--- config.mk ---
export PLATFORM = sky130hd
export DESIGN_NAME = cypher_stream_sequencer
export DESIGN_NICKNAME = d
export VERILOG_FILES = /design/src/rtl/cypher_stream_sequencer.sv
export SDC_FILE = /design/constraint.sdc
export NUM_CORES = 1
export LEC_CHECK = 0
export ABC_AREA = 1
export BUFFER_PORTS_ARGS = -buffer_cell sky130_fd_sc_hd__buf_2
export CAP_MARGIN = 30
export CORE_ASPECT_RATIO = 1.4
export CORE_MARGIN = 5
export CORE_UTILIZATION = 25
export DETAILED_ROUTE_END_ITERATION = 12
export PLACE_DENSITY = 0.44
export SLEW_MARGIN = 10
export SYNTH_ARGS = -nofsm -noshare
export SYNTH_HDL_FRONTEND = slang
export SYNTH_SLANG_ARGS = --single-unit
--- constraint.sdc ---
create_clock -name clock -period 2 [get_ports clock]
set_input_delay 0.2 -clock clock [delete_from_list [all_inputs] [get_ports clock]]
set_output_delay 0.2 -clock clock [all_outputs]
set_load 0.02 [all_outputs]
--- src/rtl/cypher_stream_sequencer.sv ---
//------------------------------------------------------------------------------
// cypher_stream_sequencer
//
// Purpose:
//   Sequences a 4-digit cypher match over a handshaked stream of 4-bit digits
//   and counts complete cypher occurrences. The cypher is latched when a run
//   starts; each accepted digit either advances the digit index, completes a
//   match, or restarts the index (single-level restart: a mismatching digit
//   that equals digit0 resumes at index 1, otherwise at index 0). A run ends
//   on a stop request or after MAX_DIGITS accepted digits, and the result is
//   held in DONE until the next start.
//
// Parameters:
//   SUM_W       width of the saturating match counter `sum`
//   MAX_DIGITS  digits accepted per run before automatic DONE (1..65535)
//
// Ports:
//   clock        rising-edge clock
//   reset        synchronous active-low reset
//   fullcypher   16-bit cypher, digit0 = [15:12] ... digit3 = [3:0]
//   start        begin a run (honoured in IDLE or DONE)
//   stop         end a run (honoured in RUN)
//   digit_valid  digit_in carries a digit
//   digit_in     stream digit
//   digit_ready  block accepts a digit this cycle (state RUN)
//   busy         state RUN
//   match_pulse  one-cycle pulse per completed match
//   done         state DONE
//   sum          completed-match count of the current/last run
//
// Build option:
//   CYPHER_OVERLAP_EN  when defined, the last digit of a match may begin the
//                      next match (overlapping count); otherwise the index
//                      returns to 0 after every match.
//------------------------------------------------------------------------------
module cypher_stream_sequencer #(
   parameter int SUM_W      = 10,
   parameter int MAX_DIGITS = 64
) (
   input  logic             clock,
   input  logic             reset,
   input  logic [15:0]      fullcypher,
   input  logic             start,
   input  logic             stop,
   input  logic             digit_valid,
   input  logic [3:0]       digit_in,
   output logic             digit_ready,
   output logic             busy,
   output logic             match_pulse,
   output logic             done,
   output logic [SUM_W-1:0] sum
);

   typedef enum logic [1:0] {
      ST_IDLE = 2'd0,
      ST_RUN  = 2'd1,
      ST_DONE = 2'd2
   } state_t;

   localparam logic [SUM_W-1:0] SUM_MAX  = {SUM_W{1'b1}};
   localparam logic [15:0]      CNT_LAST = 16'(MAX_DIGITS);

   state_t           state_r;
   logic [1:0]       idx_r;
   logic [15:0]      cnt_r;
   logic [15:0]      cypher_r;
   logic [SUM_W-1:0] sum_r;
   logic             match_pulse_r;

   logic             accept_s;
   logic             digit_hit_s;
   logic             restart_s;
   logic             full_match_s;
   logic [1:0]       idx_next_s;
   logic [15:0]      cnt_next_s;
   logic [SUM_W-1:0] sum_next_s;

   // Select digit i of a cypher; digit0 is the most significant nibble.
   function automatic logic [3:0] digit_at(input logic [15:0] cy, input logic [1:0] i);
      logic [3:0] d;
      case (i)
         2'd0:    d = cy[15:12];
         2'd1:    d = cy[11:8];
         2'd2:    d = cy[7:4];
         2'd3:    d = cy[3:0];
         default: d = 4'd0;
      endcase
      return d;
   endfunction

   // Handshake and per-digit match decode for the digit presented this cycle.
   always_comb begin
      accept_s     = digit_valid && (state_r == ST_RUN);
      digit_hit_s  = (digit_in == digit_at(cypher_r, idx_r));
      restart_s    = (digit_in == cypher_r[15:12]);
      full_match_s = accept_s && digit_hit_s && (idx_r == 2'd3);
      cnt_next_s   = cnt_r + 16'd1;
      if (sum_r == SUM_MAX) begin
         sum_next_s = sum_r;
      end else begin
         sum_next_s = sum_r + SUM_W'(1);
      end
   end

   // Next digit index: advance on a hit, restart from digit0 on a miss.
   always_comb begin
      idx_next_s = 2'd0;
      if (!digit_hit_s) begin
         // A mismatching digit may itself be the first digit of a new match.
         idx_next_s = restart_s ? 2'd1 : 2'd0;
      end else if (idx_r != 2'd3) begin
         idx_next_s = idx_r + 2'd1;
      end else begin
`ifdef CYPHER_OVERLAP_EN
         idx_next_s = restart_s ? 2'd1 : 2'd0;
`else
         idx_next_s = 2'd0;
`endif
      end
   end

   // Run/stop sequencing, digit index, digit count and match counter.
   always_ff @(posedge clock) begin
      if (!reset) begin
         state_r       <= ST_IDLE;
         idx_r         <= 2'd0;
         cnt_r         <= 16'd0;
         cypher_r      <= 16'd0;
         sum_r         <= '0;
         match_pulse_r <= 1'b0;
      end else begin
         case (state_r)
            ST_IDLE, ST_DONE: begin
               match_pulse_r <= 1'b0;
               if (start) begin
                  cypher_r <= fullcypher;
                  sum_r    <= '0;
                  idx_r    <= 2'd0;
                  cnt_r    <= 16'd0;
                  state_r  <= ST_RUN;
               end
            end
            ST_RUN: begin
               match_pulse_r <= full_match_s;
               if (accept_s) begin
                  idx_r <= idx_next_s;
                  cnt_r <= cnt_next_s;
                  if (full_match_s) begin
                     sum_r <= sum_next_s;
                  end
               end
               // A digit accepted alongside stop is fully processed above.
               if (stop || (accept_s && (cnt_next_s == CNT_LAST))) begin
                  state_r <= ST_DONE;
               end
            end
            default: begin
               state_r       <= ST_IDLE;
               idx_r         <= 2'd0;
               cnt_r         <= 16'd0;
               sum_r         <= '0;
               match_pulse_r <= 1'b0;
            end
         endcase
      end
   end

   assign digit_ready = (state_r == ST_RUN);
   assign busy        = (state_r == ST_RUN);
   assign done        = (state_r == ST_DONE);
   assign match_pulse = match_pulse_r;
   assign sum         = sum_r;

endmodule

# After elaboration in Yosys (flattened, before gate mapping)
# Cells that the tools add are included.
[totals]
inputBits = 25
reg_bits = 47
elab_cells = 55
[op_classes]
eq_ne = 15
n_reduce_logical = 13
addsub = 3
muxes = 18
[op_table]
columns = ["cell", "n"]
rows = [
  ["two-way mux 10 bit", 4],
  ["two-way mux 16 bit", 2],
  ["case mux 16 bit (2 select lines)", 1],
  ["case mux 10 bit (2 select lines)", 1],
  ["adder 16 x 1 -> 16 bit, second input constant", 1],
  ["equality test 16 x 7 -> 1 bit, second input constant", 1],
  ["case mux 4 bit (4 select lines)", 1],
  ["two-way mux 2 bit", 6],
  ["adder 10 x 1 -> 10 bit, second input constant", 1],
  ["equality test 10 bit, second input constant", 1],
  ["equality test 4 bit", 2],
  ["case mux 2 bit (2 select lines)", 2],
  ["AND reduction 2 bit", 4],
  ["equality test 2 bit, second input constant", 3],
  ["!= test 2 x 1 -> 1 bit, second input constant", 3],
  ["!= test 2 bit, second input constant", 3],
  ["equality test 2 x 1 -> 1 bit, second input constant", 2],
  ["logical AND 1 bit", 4],
  ["logical NOT 2 bit", 2],
  ["AND reduction 4 bit", 1],
  ["adder 2 x 1 -> 2 bit, second input constant", 1],
  ["OR reduction 2 bit", 1],
  ["logical OR 1 bit", 1],
  ["two-way mux 1 bit", 1],
]

# Logic depth before layout (Yosys ltp)
# Gate-level depths: netlist of run 1.
[depth]
word_depth = 8
mapped_depth = 16
mapped_depth_nobuf = 16

# Worst setup path after synthesis of run 1
# No wires, ideal clock.
[synth_path]
kind = "register -> register"
from = "register idx_r[0]"
to = "register sum_r[1] (netlist: sum[1])"
required_ns = 1.890
n_path_buf = 1
path_slack_ns = 0.176
arrival_time_ns = 1.714
path_stages_with_launch = 14
path_cell_list = "dfxtp_1 inv_1 ha_1 inv_2 or2_1 nand3b_1 nand2_1 nor2_2 nand4_2 nand2_2 buf_6 nand4_1 nand2_1 nor2_1"
[synth_via]
elab_chain_cells = 7
elab_cells_between_ends = 10
cone_classes = "5 x eq/ne; 1 x mux; 4 x reduce/logical"
[synth_rtl]
columns = ["item", "line", "source"]
rows = [
  ["start, declared", "64", "logic [1:0] idx_r;"],
  ["start signal, assigned", "146", "idx_r <= idx_next_s;"],
  ["equality test 2 bit, or another cell as far along", "81, 96", ""],
  ["case mux 4 bit (4 select lines)", "81", "case (i)"],
  ["equality test 4 bit", "94", "digit_hit_s = (digit_in == digit_at(cypher_r, idx_r));"],
  ["logical AND 1 bit", "96", "full_match_s = accept_s && digit_hit_s && (idx_r == 2'd3);"],
  ["logical AND 1 bit (*)", "96", ""],
  ["!= test 2 x 1 -> 1 bit (no line) (*)", "--", ""],
  ["AND reduction 4 bit (no line) (*)", "--", ""],
  ["end signal, assigned", "149", "sum_r <= sum_next_s;"],
  ["end, declared", "67", "logic [SUM_W-1:0] sum_r;"],
]
# Every way passes the cells marked *; elsewhere a longest branch is shown, timed or not.
# A chain may end at the register's enable or synchronous reset.

# Worst setup path in the final report of run 1
[layout_path]
from = "register idx_r[1]"
to = "register sum_r[2] (netlist: sum[2])"
# The elaborated chain is that of the path after synthesis.

==> metrics.txt, run 1 <==
outcome=finished, final reports clean; CP endpoint kind=flop; Main synth FF type=dfxtp_1; Tot GR Track Use=0.1197; Max Clock Skew=7.106 ps; WP buf/inv=3; Yosys cell types=34; Critical Path Start Type=flop; CP arrival=2110 ps; Syn Inst Count=416; Power Dens Cells=646.3 nW/um2; proportion of power drawn by flip-flops and latches=0.464; Lkg Pwr=1.585 nW; HP Class=input pin to flop; Longest Clk Path Bufs=2; unrepaired setup endpoints after global routing=yes; max-slew violation count=0; # rows=44; Die W=97.69 um; Critical Path RT=about 2200 ps; core area=10460 um2; post-synth top area cell=dfxtp_1; relative slew slack=0.6803; ys async rst share=0; PortBufs=38; final period utilization=0.9589; post-synthesis net count=between 400 and 500; ratio of cells with drive above 1 in the final layout=0.2097; Nets=504; count leader, synth=nand2_1; Post-DP Area=roughly 3200 um2; Top Ports=39; vias in the first global route=2705; Crit path depth=13; Critical R2R Capture=sum[2]; CTS Buf Count=5; Comb power frac=0.177; cell area after layout=about 3400 um2; Net Sw Power=between 0.6 and 0.7 mW; WHS=135.7 ps; power share of the clock group=0.359; Vias/cell=~4.4; Worst path slowest cell=dfxtp_4; final setup fails=0; Reg clk slew, reported paths=60 ps; post-DP HPWL=5539 um; Worst-Skew Late Latency=290 ps; Starting Density=0.2573; Synth top area share=0.3496; Worst Tran Pin Value=between 400 and 500 ps; Initial DRT Pass Iterations=4; Hold Fails Final Rpt=0; f_max=0.5214 GHz; filler cell count=1175; crit-path cells=inv_4 -> ha_4 -> inv_4 -> or2_1 -> nand3b_1 -> nand2_1 -> nor2_2 -> nand4_2 -> nand2_4 -> buf_6 -> nand4_1 -> nand2_1 -> nor2_1; Placer Congestion=0.8337; worst-path maximum fanout=5; diodes inserted=0; Post-synth top cells=nand2_1, nor2_1, inv_1; post-route ant nets=0; Initial DRC Count=84; Pint=between 1.5 and 2 mW; reg2reg start=idx_r[1]; Die ar.=12970 um2; synthesized cell area=between 2000 and 3000 um2; H-tree levels=2; max_cap viols=0; CTS sink count=47; via count=between 2000 and 3000; Residual DRC=0; CP max stage delay=roughly 370 ps; TritonCTS clock tree=done; Seq/Total Area, Yosys=0.3496; CTS Hold Bufs=0; Synth Area per Inst=between 6 and 7 um2; Crit path max-delay family=simple AND/OR/NAND/NOR gates; clock root cell=clkbuf_16; drt wl/cell=12.34 um; initial antenna violation count=0; most area-consuming cells after synthesis=dfxtp_1, nand2_1, nor2_1; first-pass GRT wire length=12810 um; YS warnings=0; Reg2Reg Setup Slack=80 ps; GRT overflow=0; Seq cells post-synth=47; Min Clock Period, post-route=1918 ps; WL final=7525 um; height of the chip=132.8 um; CP Class=flop to flop; Area growth syn-to-layout=27.66%; Worst R2R Path Depth=13; launch point of the worst path=idx_r[1]; Setup crit end=sum[2]; Worst IR Drop VDD=about 0.31 mV; EDFF count, synth=0; Sw Share=0.2873; pin count of the biggest net entering global routing=30
## through the flow
stage                     setup slack [ps]  instances  setup TNS [ps]  total power [mW]  utilization
after floorplan                      175.9        416               0             1.290            -
after global placement              -27.14        602          -233.9             1.432       0.3026
after detailed placement            -54.29        602          -442.5             1.432       0.3026
after CTS                            30.53        609               0             2.260       0.3191
after global routing                -75.93        610          -516.9             2.355       0.3285
final                                82.17        610               0             2.221       0.3285
## worst min-delay path by stage
stage / cells after the start / endpoint / start
floorplan: 2 / cypher_r[10] / fullcypher[10]
global placement: 3 / cypher_r[1] / fullcypher[1]
detailed placement: 3 / cypher_r[5] / fullcypher[5]
CTS: 3 / cypher_r[13] / fullcypher[13]
global route: 3 / cypher_r[12] / fullcypher[12]
finish: 3 / cypher_r[13] / fullcypher[13]
## power by group through the flow
stage | clock network, mW | logic, mW | registers [mW]
3_3_place_gp | 0 | 0.381 | 1.05
2_1_floorplan | 0 | 0.223 | 1.07
6_report | 0.797 | 0.394 | 1.03
5_1_grt | 0.870 | 0.448 | 1.04
4_1_cts | 0.838 | 0.392 | 1.03
3_5_place_dp | 0 | 0.382 | 1.05
## cells in the final DEF, fill, tap and decap left out, types with 17 or more instances in the layout
cell type,Yosys,final
nand2_1,108,106
nor2_1,66,64
inv_1,48,45
dfxtp_1,47,45
buf_2,1,38
nand3_1,25,25
o21ai_0,23,23
buf_4,1,22
nand4_1,18,18
a21oi_1,19,17
## cell families after synthesis
| logic type | share of synthesized area |
|---|---|
| AOI/OAI and AO/OA | 0.1023 |
| xor gates and xnor gates | 0.04882 |
| adders and majority gates | 0.02789 |
| buffers and inverters | 0.09949 |
| DFF | 0.3496 |
| and+or+nand+nor | 0.3719 |
## flip-flops by register name (all words and copies together) (netlist names)
signal	cells
cnt_r	16
state_r	2
idx_r	2
cypher_r	16
sum	10
match_pulse	1
## area by class of cell
type	count	area, um2	area share
tap	138	172.7	0.05025
timing repair buffer	62	377.9	0.1100
multi-input combinational	302	1594	0.4639
inverter	55	214.0	0.06227
sequential	47	948.4	0.2760
clock buffer	6	128.9	0.03751
## routing by layer
layer | global-route usage | part of all wire
met2 | 0.2109 | 0.49
met4 | 0.03695 | 0.013
met3 | 0.02580 | 0.031
met1 | 0.1446 | 0.46
met5 | 0 | 0
## worst min-delay path: stages
cell,delay (ps)
buf_2,80
nor2_1,30
nor2_1,80
## what timing repair did
item / in CTS / in global routing
resized for setup: 8 / 23
setup endpoints to repair: 10 / 13
pin swaps: 0 / 8
gates cloned: 1 / 0
buffers inserted: 0 / 1
No activity file was read; power rests on OpenSTA's default activity.
==> inputs of run 2 (changes only) <==
- CORE_UTILIZATION: 25 -> 46
- PLACE_DENSITY: 0.44 -> 0.7
==> metrics.txt, run 2 (synthesis results as in run 1) <==
Top Ports=39 (unchanged); Setup crit end=sum[5]; WP buf/inv=3 (unchanged); GRT overflow=0 (unchanged); Min Clock Period, post-route=1934 ps (+15.74 ps); filler cell count=556 (-53%); Initial DRT Pass Iterations=4 (unchanged); HP Class=input pin to flop; Residual DRC=0 (unchanged); Lkg Pwr=1.545 nW (-2.5%); unrepaired setup endpoints after global routing=yes; Longest Clk Path Bufs=2 (unchanged); Starting Density=0.4656 (+0.2083); H-tree levels=2 (unchanged); Worst R2R Path Depth=13 (unchanged); max-slew violation count=0 (unchanged); CTS Buf Count=5 (unchanged); CP max stage delay=380 ps (about the same); Worst-Skew Late Latency=300 ps (about the same); final period utilization=0.9668 (+0.007869); Worst path slowest cell=dfxtp_4; Crit path depth=13 (unchanged); diodes inserted=0 (unchanged); Critical Path Start Type=flop; final setup fails=0 (unchanged); ratio of cells with drive above 1 in the final layout=0.2017 (-0.008047); crit-path cells=inv_4 -> ha_4 -> inv_4 -> or2_1 -> nand3b_1 -> nand2_1 -> nor2_2 -> nand4_2 -> nand2_4 -> buf_12 -> nand4_1 -> nand2_1 -> nor2_1; relative slew slack=0.6341 (-0.04617); Max Clock Skew=8.511 ps (+1.406 ps); reg2reg start=idx_r[1]; Tot Pwr=1.985 mW (-11%); pin count of the biggest net entering global routing=30 (unchanged); worst-path maximum fanout=10 (+5); vias in the first global route=2647 (-2.1%); post-DP HPWL=4807 um (-13%); Die W=74.65 um (-24%); Reg2Reg Setup Slack=70 ps (-20 ps); drt wl/cell=12.21 um (-1.0%); # rows=33 (-25%); commonest cells after routing, fill and taps aside=nand2_1, nor2_1, inv_1; post-route ant nets=0 (unchanged); most common cell after layout, fill and taps aside=nand2_1; Die ar.=7502 um2 (-42%); Critical R2R Capture=sum[5]; post-route insts no fill=541 (-11%); CP Class=flop to flop; core area=5781 um2 (-45%); Critical Path RT=2210 ps (+20 ps); Initial DRC Count=153 (+82%); launch point of the worst path=idx_r[1]; CTS sink count=47 (unchanged); initial antenna violation count=0 (unchanged); TritonCTS clock tree=done; max_cap viols=0 (unchanged); Hold Fails Final Rpt=0 (unchanged); via count=2737 (+1.2%); clock root cell=clkbuf_8; Tot GR Track Use=0.1819 (+0.06224); first-pass GRT wire length=11050 um (-14%); f_max=0.5172 GHz (-0.81%); height of the chip=100.5 um (-24%); Crit path max-delay family=simple AND/OR/NAND/NOR gates; Vias/cell=5.059 (+14%); PortBufs=38 (unchanged); outcome=finished, final reports clean; CP arrival=2140 ps (+30 ps); CP endpoint kind=flop; Placer Congestion=0.8340 (about the same); Power Dens Cells=606.6 nW/um2 (-6.1%); Reg clk slew, reported paths=90 ps (+30 ps); dpl cells=531 (-12%); WL final=6606 um (-12%); Worst Tran Pin Value=545.4 ps (+68.82 ps); Area growth syn-to-layout=21.62%; Nets=501 (-0.60%); Worst IR Drop VDD=0.3436 mV (+11%)
## run 2: changes by cell type in the layout (fill, tap and decap cells not counted), moves of 2 or more
cell       change
buf_4          -2
buf_6          -2
clkbuf_16      -5
clkbuf_8       +5
nand3_2        +2
nand2_2        -2
nand2_1        +2
## run 2: through the flow
| stage | hold slack [ps] | instance area (um2) | setup slack [ps] | utilization | TNS (ps) |
|---|---|---|---|---|---|
| after floorplan | 334.9 | 2691 | 175.9 | - | 0 |
| after global placement | 420.1 | 3070 | 12.31 | 0.5312 | 0 |
| after detailed placement | 427.3 | 3070 | -32.34 | 0.5312 | -190.0 |
| after CTS | 107.5 | 3158 | 4.078 | 0.5463 | 0 |
| after global routing | 111.7 | 3273 | -91.08 | 0.5662 | -656.8 |
| final | 117.4 | 3273 | 66.43 | 0.5662 | 0 |
## run 2: worst reg2reg max path, stage by stage, from the launching register on
cell	delay [ps]
dfxtp_4	380
inv_4	80
ha_4	180
inv_4	50
or2_1	210
nand3b_1	80
nand2_1	60
nor2_2	150
nand4_2	150
nand2_4	150
buf_12	130
nand4_1	80
nand2_1	80
nor2_1	40
## run 2: power by group
group          leakage [nW]  switching [mW]  internal, mW  total (mW)
sequential            0.386          0.0432         0.985        1.03
clock                0.0412           0.326         0.245       0.571
combinational          1.12           0.241         0.145       0.386
total                  1.54           0.611          1.37        1.99
## run 2: layout make-up
cell class                 count  area [um2]  share of cell area
clock buffer                   6       72.57             0.02217
clock inverter                 2       12.51            0.003823
inverter                      55       214.0             0.06537
multi-input combinational    302        1578              0.4820
sequential                    47       948.4              0.2898
tap                           70       87.58             0.02676
timing repair buffer          59       360.3              0.1101
## run 2: timing repair
action,CTS,global route
pin swaps,0,7
resized for setup,1,24
endpoints found under the setup margin,10,13
cloned,0,1
setup buffers,0,1
hold buffers,0,0
## run 2: worst min-delay path by stage
| stage | slack [ps] | end | start | cells after the start |
|---|---|---|---|---|
| 2_1_floorplan | 330 | cypher_r[10] | fullcypher[10] | 2 |
| 3_3_place_gp | 420 | cypher_r[15] | fullcypher[15] | 3 |
| 3_5_place_dp | 430 | cypher_r[10] | fullcypher[10] | 3 |
| 4_1_cts | 110 | cypher_r[5] | fullcypher[5] | 3 |
| 5_1_grt | 110 | cypher_r[5] | fullcypher[5] | 3 |
| 6_report | 120 | cypher_r[9] | fullcypher[9] | 3 |
## run 2: metal layers
| metal | vias to the layer above | track usage | share of wire | wire length [um] |
|---|---|---|---|---|
| met5 | - | 0 | 0 | 0 |
| met4 | 0 | 0.06712 | 0.016 | 106 |
| met3 | 8 | 0.03393 | 0.053 | 349 |
| met2 | 65 | 0.3189 | 0.50 | 3295 |
| met1 | 1234 | 0.2154 | 0.43 | 2855 |
| li1 | 1430 | - | - | - |
==> inputs of run 3 (changes only) <==
- GPL_TIMING_DRIVEN: default -> 0
==> metrics.txt, run 3 (synthesis results as in run 1) <==
CP max stage delay=390 ps (about the same); Pint=1.425 mW (+3.6%); cell area after layout=3326 um2 (+1.6%); relative slew slack=0.6701 (+0.03594); max_cap viols=0 (unchanged); Area growth syn-to-layout=23.57%; HP Class=input pin to flop; Reg clk slew, reported paths=100 ps (about the same); via count=2762 (+0.91%); dpl cells=524 (-1.3%); pin count of the biggest net entering global routing=16 (-47%); post-route insts no fill=540 (-0.18%); Net Sw Power=0.6428 mW (+5.3%); outcome=finished, final reports clean; Nets=500 (-0.20%); Worst IR Drop VDD=0.3327 mV (-3.2%); GRT overflow=0 (unchanged); CP Class=flop to flop; f_max=0.5052 GHz (-2.3%); final period utilization=0.9897 (+0.02296); Sw Share=0.3109 (+0.003393); Starting Density=0.4656 (unchanged); final setup fails=0 (unchanged); first-pass GRT wire length=11780 um (+6.6%); Die W=74.65 um (unchanged); CTS sink count=47 (unchanged); Worst path slowest cell=dfxtp_4; Tot GR Track Use=0.1972 (+0.01527); Hold Fails Final Rpt=0 (unchanged); Worst Tran Pin Value=494.9 ps (-50.53 ps); initial antenna violation count=0 (unchanged); max-slew violation count=0 (unchanged); crit-path cells=inv_4 -> ha_4 -> inv_4 -> or2_4 -> nand3b_1 -> nand2_2 -> nor2_4 -> nand4_4 -> nand2_4 -> clkbuf_16 -> nand4_1 -> nand2_1 -> nor2_1; Die ar.=7502 um2 (unchanged); diodes inserted=0 (unchanged); post-route ant nets=0 (unchanged); WHS=103.3 ps (-14.15 ps); most common cell after layout, fill and taps aside=nand2_1; unrepaired setup endpoints after global routing=yes; Tot Pwr=2.067 mW (+4.1%); proportion of power drawn by flip-flops and latches=0.500 (-0.018); CP endpoint kind=flop; # rows=33 (unchanged); clock root cell=clkbuf_8; power share of the clock group=0.302 (+0.014); WP buf/inv=3 (unchanged); CTS Buf Count=5 (unchanged); height of the chip=100.5 um (unchanged); Initial DRC Count=111 (-27%); filler cell count=579 (+4.1%); Lkg Pwr=1.524 nW (-1.3%); commonest cells after routing, fill and taps aside=nand2_1, nor2_1, inv_1; vias in the first global route=2784 (+5.2%); worst-path maximum fanout=6 (-4); TritonCTS clock tree=done; Crit path max-delay family=simple AND/OR/NAND/NOR gates; WL final=6985 um (+5.7%); H-tree levels=2 (unchanged); Critical Path Start Type=flop; Initial DRT Pass Iterations=4 (unchanged); drt wl/cell=12.94 um (+5.9%); Top Ports=39 (unchanged); core area=5781 um2 (unchanged); post-DP HPWL=4933 um (+2.6%); Longest Clk Path Bufs=2 (unchanged); Vias/cell=5.115 (+1.1%); Residual DRC=0 (unchanged); PortBufs=38 (unchanged); Min Clock Period, post-route=1979 ps (+45.91 ps); Critical Path RT=2200 ps (about the same); Max Clock Skew=14.88 ps (+6.364 ps); CP arrival=2180 ps (+40 ps); Placer Congestion=0.9004 (+8.0%); crit-path most repeated cell=inv_4; Power Dens Cells=621.7 nW/um2 (+2.5%); ratio of cells with drive above 1 in the final layout=0.2191 (+0.01745); Worst-Skew Late Latency=310 ps (about the same); Comb power frac=0.197 (+0.003); Post-DP Area=2969 um2 (-3.3%)
## run 3: worst paths after layout
| check | from | endpoint | slack (ps) | cells past startpoint |
|---|---|---|---|---|
| max | idx_r[0] | sum[8] | 20 | 13 |
| max reg2reg | idx_r[0] | sum[8] | 20 | 13 |
| min reg2reg | cnt_r[14] | cnt_r[14] | 490 | 2 |
| min | fullcypher[7] | cypher_r[7] | 100 | 3 |
## run 3: layout make-up
class	count	area, um2	area share
tap	70	87.58	0.02634
sequential	47	953.4	0.2867
clock buffer	6	82.58	0.02483
clock inverter	2	16.27	0.004891
buffer	13	72.57	0.02182
inverter	55	214.0	0.06433
timing repair buffer	45	260.3	0.07825
multi-input combinational	302	1639	0.4929
## run 3: power groups by stage
stage	registers, mW	clock network (mW)	logic (mW)
2_1_floorplan	1.07	0	0.223
3_3_place_gp	1.05	0	0.349
3_5_place_dp	1.05	0	0.356
4_1_cts	1.03	0.646	0.363
5_1_grt	1.04	0.691	0.460
6_report	1.03	0.625	0.408
## run 3: routing by layer
layer	vias to the layer above	wire, um	global-route usage
li1	1430	-	-
met1	1254	2894	0.2215
met2	64	3532	0.3500
met3	14	356	0.04291
met4	0	201	0.08219
met5	-	0	0
## run 3: through the flow
| stage | setup slack (ps) | util | TNS, ps |
|---|---|---|---|
| after floorplan | 175.9 | - | 0 |
| after global placement | -78.92 | 0.5136 | -785.1 |
| after detailed placement | -118.1 | 0.5136 | -1138 |
| after CTS | 4.233 | 0.5394 | 0 |
| after global routing | -89.08 | 0.5753 | -787.6 |
| final | 20.52 | 0.5753 | 0 |
## run 3: worst min-delay path: cells and delay by family
kind	cells	cell delay [ps]
simple gates	2	110
buf+inv	1	70
## run 3: timing repair
| item | CTS | global route |
|---|---|---|
| buffers inserted | 0 | 6 |
| gates resized for setup | 15 | 39 |
| pin swaps | 0 | 8 |
| gates cloned | 0 | 2 |
| hold buffers | 0 | 0 |
| setup endpoints to repair | 13 | 22 |
